--- src/rtl/pipes_pkg.sv ---
// Shared execute-stage types: machine word, decoded op, divider FSM states and
// iteration counts, plus small op-classification helpers used by the divider.
package pipes;

  typedef logic [63:0] word_t;

  typedef enum logic [4:0] {
    OP_NOP,
    OP_ADD,
    OP_SUB,
    OP_MUL,
    OP_DIV,
    OP_DIVU,
    OP_REM,
    OP_REMU,
    OP_DIVW,
    OP_DIVUW,
    OP_REMW,
    OP_REMUW
  } decoded_op_t;

  typedef enum logic [1:0] {
    IDLE,
    RUN,
    DONE
  } div_state_t;

  localparam int DIV_ITER_64 = 64;
  localparam int DIV_ITER_32 = 32;

  function automatic logic is_div_op(input decoded_op_t op);
    case (op)
      OP_DIV, OP_DIVU, OP_REM, OP_REMU,
      OP_DIVW, OP_DIVUW, OP_REMW, OP_REMUW: return 1'b1;
      default: return 1'b0;
    endcase
  endfunction

  function automatic logic is_signed_op(input decoded_op_t op);
    case (op)
      OP_DIV, OP_REM, OP_DIVW, OP_REMW: return 1'b1;
      default: return 1'b0;
    endcase
  endfunction

  function automatic logic is_word_op(input decoded_op_t op);
    case (op)
      OP_DIVW, OP_DIVUW, OP_REMW, OP_REMUW: return 1'b1;
      default: return 1'b0;
    endcase
  endfunction

  function automatic logic is_rem_op(input decoded_op_t op);
    case (op)
      OP_REM, OP_REMU, OP_REMW, OP_REMUW: return 1'b1;
      default: return 1'b0;
    endcase
  endfunction

  function automatic word_t sext_word(input word_t x);
    return {{32{x[31]}}, x[31:0]};
  endfunction

endpackage

--- src/rtl/div_core.sv ---
// Unsigned restoring divider datapath: one quotient bit per step.
// Exposes the next-step quotient/remainder so the caller can capture the final step.
module div_core
  import pipes::*;
(
  input  logic        clk,
  input  logic        reset,
  input  logic        load,
  input  logic        step,
  input  logic        clear,
  input  word_t       dividend,
  input  word_t       divisor,
  output logic [5:0]  count,
  output word_t       quo_next,
  output word_t       rem_next
);

  word_t       rem_q;
  word_t       quo_q;
  word_t       dvsr_q;
  logic [64:0] shifted;
  logic [64:0] diff;
  logic        qbit;

  // Trial subtraction; a borrow out of bit 64 means the divisor did not fit.
  always_comb begin
    shifted  = {rem_q, quo_q[63]};
    diff     = shifted - {1'b0, dvsr_q};
    qbit     = ~diff[64];
    rem_next = qbit ? diff[63:0] : shifted[63:0];
    quo_next = {quo_q[62:0], qbit};
  end

  always_ff @(posedge clk or posedge reset) begin
    if (reset) begin
      rem_q  <= '0;
      quo_q  <= '0;
      dvsr_q <= '0;
      count  <= '0;
    end else if (clear) begin
      count <= '0;
    end else if (load) begin
      rem_q  <= '0;
      quo_q  <= dividend;
      dvsr_q <= divisor;
      count  <= '0;
    end else if (step) begin
      rem_q <= rem_next;
      quo_q <= quo_next;
      count <= count + 6'd1;
    end
  end

endmodule

--- src/rtl/div_unit.sv ---
// Multi-cycle RV64M divider: FSM, operand sign handling, divide-by-zero and
// overflow shortcuts, and result selection around the unsigned div_core.
module div_unit
  import pipes::*;
(
  input  logic        clk,
  input  logic        reset,
  input  logic        valid_i,
  input  decoded_op_t op_i,
  input  word_t       a_i,
  input  word_t       b_i,
  input  logic        flush_i,
  output logic        busy_o,
  output logic        done_o,
  output word_t       result_o
);

  div_state_t  state, state_next;
  decoded_op_t op_q;
  logic        q_neg_q;
  logic        r_neg_q;
  word_t       result_q;

  logic        accept, w_op, s_op, sa, sb, b_zero, ovf, special, last;
  word_t       a_ext, b_ext, a_mag, b_mag, special_res;
  word_t       core_dividend, core_divisor;
  word_t       quo_next, rem_next, q_fin, r_fin, run_res;
  logic [5:0]  count;

  // Operand preparation for the op presented in IDLE; W ops divide 32-bit values
  // left-aligned in the dividend so only 32 iterations are needed.
  always_comb begin
    accept  = (state == IDLE) & valid_i & is_div_op(op_i) & ~flush_i & ~reset;
    w_op    = is_word_op(op_i);
    s_op    = is_signed_op(op_i);
    a_ext   = w_op ? (s_op ? sext_word(a_i) : {32'h0, a_i[31:0]}) : a_i;
    b_ext   = w_op ? (s_op ? sext_word(b_i) : {32'h0, b_i[31:0]}) : b_i;
    sa      = s_op & a_ext[63];
    sb      = s_op & b_ext[63];
    a_mag   = sa ? -a_ext : a_ext;
    b_mag   = sb ? -b_ext : b_ext;
    b_zero  = (b_ext == '0);
    ovf     = s_op & (a_ext == (w_op ? 64'hFFFF_FFFF_8000_0000 : 64'h8000_0000_0000_0000))
                   & (b_ext == '1);
    special = b_zero | ovf;
    if (is_rem_op(op_i))
      special_res = b_zero ? a_ext : '0;
    else
      special_res = b_zero ? '1 : a_ext;
    if (w_op)
      special_res = sext_word(special_res);
    core_dividend = w_op ? {a_mag[31:0], 32'h0} : a_mag;
    core_divisor  = w_op ? {32'h0, b_mag[31:0]} : b_mag;
  end

  always_comb begin
    last    = (count == (is_word_op(op_q) ? 6'(DIV_ITER_32 - 1) : 6'(DIV_ITER_64 - 1)));
    q_fin   = q_neg_q ? -quo_next : quo_next;
    r_fin   = r_neg_q ? -rem_next : rem_next;
    run_res = is_rem_op(op_q) ? r_fin : q_fin;
    if (is_word_op(op_q))
      run_res = sext_word(run_res);
  end

  always_comb begin
    state_next = state;
    case (state)
      IDLE: if (accept) state_next = special ? DONE : RUN;
      RUN: begin
        if (flush_i)   state_next = IDLE;
        else if (last) state_next = DONE;
      end
      DONE:    state_next = IDLE;
      default: state_next = IDLE;
    endcase
  end

  always_ff @(posedge clk or posedge reset) begin
    if (reset) state <= IDLE;
    else       state <= state_next;
  end

  // The result register only changes on a completion, so it holds between ops.
  always_ff @(posedge clk or posedge reset) begin
    if (reset) begin
      op_q     <= OP_NOP;
      q_neg_q  <= 1'b0;
      r_neg_q  <= 1'b0;
      result_q <= '0;
    end else if (accept) begin
      op_q    <= op_i;
      q_neg_q <= sa ^ sb;
      r_neg_q <= sa;
      if (special)
        result_q <= special_res;
    end else if ((state == RUN) && !flush_i && last) begin
      result_q <= run_res;
    end
  end

  div_core u_core (
    .clk      (clk),
    .reset    (reset),
    .load     (accept & ~special),
    .step     ((state == RUN) & ~flush_i),
    .clear    (flush_i),
    .dividend (core_dividend),
    .divisor  (core_divisor),
    .count    (count),
    .quo_next (quo_next),
    .rem_next (rem_next)
  );

  assign busy_o   = accept | ((state == RUN) & ~flush_i);
  assign done_o   = (state == DONE) & ~flush_i;
  assign result_o = result_q;

endmodule

--- config.mk ---
export PLATFORM = sky130hd
export DESIGN_NAME = div_unit
export DESIGN_NICKNAME = d
export VERILOG_FILES = /design/src/rtl/pipes_pkg.sv /design/src/rtl/div_core.sv /design/src/rtl/div_unit.sv
export SDC_FILE = /design/constraint.sdc
export NUM_CORES = 1
export LEC_CHECK = 0
export BUFFER_PORTS_ARGS = -buffer_cell sky130_fd_sc_hd__buf_2
export CAP_MARGIN = 5
export CORE_MARGIN = 1.5
export CORE_UTILIZATION = 62
export DETAILED_ROUTE_END_ITERATION = 12
export PLACE_DENSITY = 0.88
export SLEW_MARGIN = 5
export SYNTH_ARGS = -nofsm -noshare
export SYNTH_HDL_FRONTEND = slang
export SYNTH_HIERARCHICAL = 1
export SYNTH_SLANG_ARGS = --single-unit
--- constraint.sdc ---
create_clock -name clk -period 8.65 [get_ports clk]
set_input_delay 1.73 -clock clk [delete_from_list [all_inputs] [get_ports clk]]
set_output_delay 1.73 -clock clk [all_outputs]
set_load 0.05 [all_outputs]
After elaboration in Yosys (flattened, before gate mapping). Memories as Yosys holds them, arrays and structs flattened. Cells that the tools add are included.

Add/subtract/negate cells: 6. Bitwise logic cells: 18. Reductions and logical operators: 17. Shifts and indexed selects: 0. Div/mod/pow operators: 0. $mul: 0. Eq/ne operators: 21. Order comparisons: 0. Mux-type cells: 40.

Operators with widths (count): 64-bit two-way mux (24); 64-bit negation (4); 65-bit by 64-bit subtractor with 65-bit output (1); 64-bit == test (1); 64-bit == test, second input constant (1); 64-bit zero test (1); 63-bit two-way mux (1); 5-bit by 4-bit == test with 1-bit output, second input constant (8); 5-bit by 3-bit == test with 1-bit output, second input constant (5); 6-bit two-way mux (4); 4-bit OR reduction (5); 1-bit bitwise AND (11); 2-bit two-way mux (4); 2-bit AND reduction (4); 6-bit by 1-bit adder with 6-bit output, second input constant (1); 6-bit == test (1); 1-bit two-way mux (6); 1-bit NOT (4); 2-bit case mux with 2 select lines (1); 2-bit nonzero test (2); 3-bit != test, second input constant (1); 3-bit nonzero test (1); 2-bit by 1-bit == test with 1-bit output, second input constant (1); 2-bit == test, second input constant (1); other kinds (7) (9).

Bits in writable memories: 0. Bits of input ports: 137. Bits in latches: 0. ROM bits: 16. Bits in registers: 271. Logic and storage cells: 112. Memories kept: 1.

Memory list: (name not given) (depth 16, bits a word 1, rd ports 1, clocked after memory_dff 0, wr ports 0, line pipes_pkg.sv:32) `case (op)`.

Depth between registers and ports, before layout.
Depth after elaboration: 13. Depth in mapped cells: 24.

Cells and area by module. The synthesis kept the hierarchy.

Modules (own cells, without submodules): div_core (area an instance 13160.1 um2, sequential area each 4954.8 um2, cells each 1480, times used 1); div_unit (area an instance 11447.2 um2, sequential area each 1801.7 um2, cells each 1679, times used 1).

Least setup slack after synthesis. Ideal clock, no wire load.

Path kind: reg2reg. Start point: reg u_core.quo_q[63]. End point: reg result_q[56] (netlist: result_o[56]). Path slack: 3.098 ns. Arrival: 5.464 ns. Period minus slack after synthesis: 5.552 ns. Stages on the path, launching flop included: 22. Cell sequence: dfrtp_1 > inv_1 > ha_1 > fa_1 > nor2b_2 > o31ai_1 > a311oi_2 > a211oi_2 > or4_1 > nand2_2 > a31oi_4 > xnor2_4 > buf_6 > mux2_2 > or4_1 > or3_1 > nor4b_1 > nand3_1 > o31a_1 > xnor2_1 > o221ai_1 > nor3b_1.

Cells in the longest elaborated chain, start to end: 8. Elaborated cells between the ends (all ways): 11. Classes of those cells: add/sub: 3; mux: 7; bitwise: 1.

Ends and longest elaborated chain: start, declared (line div_core.sv:19) `word_t quo_q;`; start signal, assigned (line div_core.sv:44) `quo_q <= dividend;`; start signal, assigned (line div_core.sv:49) `quo_q <= quo_next;`; 65-bit by 64-bit subtractor with 65-bit output (line div_core.sv:28) `diff = shifted - {1'b0, dvsr_q};`; 64-bit two-way mux (line div_core.sv:30) `rem_next = qbit ? diff[63:0] : shifted[63:0];`; named net rem_next[10] (line div_unit.sv:27) `word_t quo_next, rem_next, q_fin, r_fin, run_res;`; 64-bit negation (line div_unit.sv:59) `r_fin = r_neg_q ? -rem_next : rem_next;`; 64-bit two-way mux (line div_unit.sv:59); 64-bit two-way mux (line div_unit.sv:60) `run_res = is_rem_op(op_q) ? r_fin : q_fin;`; 64-bit two-way mux (line div_unit.sv:61) `if (is_word_op(op_q))`; 64-bit two-way mux (line div_unit.sv:96) `end else if ((state == RUN) && !flush_i && last) begin`; 64-bit two-way mux (line div_unit.sv:90) `end else if (accept) begin`; end signal, assigned (line div_unit.sv:95) `result_q <= special_res;`; end signal, assigned (line div_unit.sv:97) `result_q <= run_res;`; end, declared (line div_unit.sv:22) `word_t result_q;`.

The timed path passes the listed nets, and every way through them passes these cells. The select of a mux whose other input is x is not followed. A chain may end at the register's enable or synchronous reset.

Worst setup path after layout.
Start point: reg u_core.quo_q[63]. End point: reg result_q[56] (netlist: result_o[56]).

Cells in the longest elaborated chain, start to end: 8. Elaborated cells between the ends (all ways): 11. Classes of those cells: add/sub: 3; mux: 7; bitwise: 1.

Ends and longest elaborated chain: 65-bit by 64-bit subtractor with 65-bit output (line div_core.sv:28); 1-bit NOT (line div_core.sv:29) `qbit = ~diff[64];`; named net quo_next[0] (line div_unit.sv:27); 64-bit negation (line div_unit.sv:58) `q_fin = q_neg_q ? -quo_next : quo_next;`; 64-bit two-way mux (line div_unit.sv:58); 64-bit two-way mux (line div_unit.sv:60); 64-bit two-way mux (line div_unit.sv:61); 64-bit two-way mux (line div_unit.sv:96); 64-bit two-way mux (line div_unit.sv:90).

The timed path passes the listed nets, and every way through them passes these cells. The select of a mux whose other input is x is not followed.

==> summary.md <==
| Metric | Value |
|---|---|
| Hold depth | `2` |
| Initial antenna violation count | `4` |
| Actual slew at the worst max-slew pin | `1190 ps` |
| Max FO, Critical Path | `24` |
| WL/cell | `25.4 um` |
| Dpl hpwl | `71200 um` |
| Max Clock Skew | `25.4 ps` |
| VDD IR max | `0.000211 V` |
| Initial Utilization | `63.2%` |
| First-pass GRT wire length | `145000 um` |
| Root Buffer | `clkbuf_16` |
| Final GP Congestion | `1.05` |
| Hold Path Origin | `result_o[1]` |
| Achievable frequency | `137 MHz` |
| Rows | `72` |
| Xor/xnor share of the synthesized area | `10.5%` |
| Status | `complete, no violations` |
| CTS Buf Count | `30` |
| CTS sink count | `270` |
| Worst relative slew slack | `20.4%` |
| Most frequent cells in the layout | `nand2_1, o21ai_0, nor2_1` |
| Crit path capture type | `flop` |
| Required @ worst endpoint | `9150 ps` |
| Die height | `202 um` |
| Hold-fix buffers at CTS | `0` |
| Crit share post-route | `84.2%` |
| Async S/R FF share, synth | `100%` |
| Gate Count Post-Synth | `3159` |
| Mapped cell area | `24600 sq um` |
| Ys flop type | `dfrtp_1` |
| Die Wd | `202 um` |
| DRC | `0` |
| Synthesis Warnings | `6` |
| Most common cell after layout, fill and taps aside | `nand2_1` |
| Number of synthesized flops with an enable pin | `0` |
| Setup tns final | `0 ps` |
| CP Data Arrival Time | `7790 ps` |
| Area Growth Syn to Fin | `7.83%` |
| Max H-tree Level | `1` |
| GR Util All Layers | `45.3%` |
| Unrepaired setup endpoints after global routing | `no` |
| Final number of max-transition violations | `0` |
| Drt initial violations | `4035` |
| Nets@finish | `3397` |
| Mux contribution to synthesized area | `6.16%` |
| WS Path Type | `flop to flop` |
| Clock latency on the worst-skew pair | `600 ps` |
| Die area | `40900 sq um` |
| Synth Area in Simple Gates | `21.6%` |
| Final setup fails | `0` |
| Layout cells sized above 1 | `13.0%` |
| Power Dens Cells | `320 nW/um^2` |
| CTS tree | `built` |
| DR pass1 iterations | `9` |
| GRT overflow | `0` |
| HP Class | `flop to flop` |
| Max-cap viol count | `0` |
| Io pins | `203` |
| Busiest grt layer | `met2` |
| Met2 Use GR | `68.7%` |
| Min-Delay Endpoint | `result_o[1]` |
| Hold WS | `480 ps` |
| Total leakage power | `11.4 nW` |
| Routed Antenna Nets | `0` |
| IO buf count | `202` |
| CTS resizes | `0` |
| Avg Inst Size Synth | `7.79 sq um` |
| Largest family of logic cells by synthesized area | `compound AO/OA/AOI/OAI gates` |
| Post-Synth Adder-Cell Area | `3.74%` |
| Hold Vio Cnt, Final | `0` |
| Post-CTS Setup Bufs | `0` |
| Via density per instance | `7.06` |
| Largest net degree at the start of global routing | `133` |
| Synth Area in Compound Gates | `23.7%` |
| Sequential element share of the synthesized area | `27.5%` |
| Clk pin slew, worst setup/hold paths | `60 ps` |
| R2R setup slack | `1360 ps` |
| Crit path launch type | `flop` |
| DR vias | `26334` |
| Crit path time final | `7290 ps` |
| #FFs+latches synth | `270` |
| Reg2Reg Depth | `22` |
| Met1 Resource Use GR | `60.0%` |
| Critical R2R Capture | `result_o[56]` |
| Max clock buf depth | `3` |
| Vias in the first global route | `24729` |
| Syn Nets | `3369` |
| Unique cell type count in the Yosys netlist | `92` |
| Crit Reg-Reg Startpoint | `u_core/quo_q[63]` |
| Post-Route WL | `94800 um` |
| GR Util met3 | `10.2%` |
| CORE AREA | `38900 sq um` |
==> sequential cells by signal, summed over array words and instances, names as in the netlist <==
name           cells
r_neg_q            1
u_core/rem_q      64
u_core/count       6
u_core/dvsr_q     64
u_core/quo_q      64
op_q               4
q_neg_q            1
state              2
result_o          64
==> kinds of logic (layout without fill, tap and decap cells) <==
group	Yosys count	after routing
and+or+nand+nor	1104	1104
AOI/OAI and AO/OA	911	911
buffers and inverters	365	415
xor gates and xnor gates	292	292
DFF	270	270
muxes	144	144
adders and majority gates	73	73
other	0	2
==> report_power, final <==
part	internal (mW)	leakage (nW)	switching [mW]
logic	1.91	7.29	3.48
registers	1.48	3.54	0.220
clock network	0.840	0.524	0.570
total	4.23	11.4	4.27
==> synthesized netlist by cell type, types with 39 or more instances <==
cell / number / share of area, %
a21oi_1: 192 / 3.9
a22o_1: 47 / 1.7
buf_4: 64 / 2.0
clkbuf_1: 155 / 2.4
dfrtp_1: 270 / 27
ha_1: 72 / 3.7
inv_1: 116 / 1.8
mux2_2: 52 / 2.4
mux2i_1: 90 / 3.7
nand2_1: 374 / 5.7
nand3_1: 48 / 0.98
nand4_1: 53 / 1.3
nor2_1: 276 / 4.2
nor3_1: 70 / 1.4
nor4_1: 58 / 1.5
o21ai_0: 282 / 5.7
o31ai_1: 63 / 1.9
or3_1: 48 / 1.2
or4_1: 39 / 1.2
xnor2_1: 149 / 5.3
xor2_1: 142 / 5.1
==> metrics by stage <==
step / cell area [sq um] / total power [mW] / util (%) / setup WS, ps / instances
final: 26500 / 8.50 / 68.2 / 1360 / 3729
after global routing: 26500 / 8.85 / 68.2 / 1060 / 3728
after CTS: 26500 / 8.21 / 68.1 / 1530 / 3726
after detailed placement: 25400 / 6.75 / 65.4 / 1610 / 3672
after global placement: 25400 / 6.66 / 65.4 / 1830 / 3672
after floorplan: 24600 / 5.38 / - / 1520 / 3159
==> worst max-delay path, stage by stage (launching register included) <==
cell,delay [ps]
dfrtp_1,360
inv_1,70
ha_1,230
fa_1,430
nor2b_2,150
o31ai_1,120
a311oi_2,340
a211oi_2,160
or4_1,630
nand2_2,230
a31oi_4,150
xnor2_4,770
buf_4,320
mux2_2,410
nor4b_1,740
nand2_1,370
nor4b_1,330
buf_4,180
nand3_1,290
o31a_1,370
xnor2_1,130
o221ai_1,180
nor3b_1,200
==> final cells by class <==
| class | instances | area [sq um] |
|---|---|---|
| clock inverter | 15 | 205 |
| sequential | 270 | 6760 |
| fill | 3267 | 12400 |
| tap | 518 | 648 |
| multi-input combinational | 2524 | 16300 |
| inverter | 117 | 447 |
| antenna | 2 | 5.00 |
| timing repair buffer | 244 | 1340 |
| clock buffer | 39 | 856 |
==> how the worst max path moves through the flow <==
stage	from	end	slack (ps)	depth (start not counted)
floorplan	reset	u_core/count[0]	1520	1
CTS	u_core/quo_q[63]	result_o[39]	1530	21
finish	u_core/quo_q[63]	result_o[56]	1360	22
global route	u_core/quo_q[63]	result_o[56]	1060	22
detailed placement	u_core/quo_q[63]	result_o[39]	1610	21
global placement	u_core/quo_q[63]	result_o[39]	1830	21
==> layer usage <==
metal  share of wire, %  vias to the layer above  wire [um]
met5              0.057                        -         54
met4                6.7                        4       6380
met3                 12                      436      11500
met2                 43                     2105      40400
met1                 39                    12345      36500
li1                   -                    11444          -
Note: power is estimated with default switching activity, not from simulation.
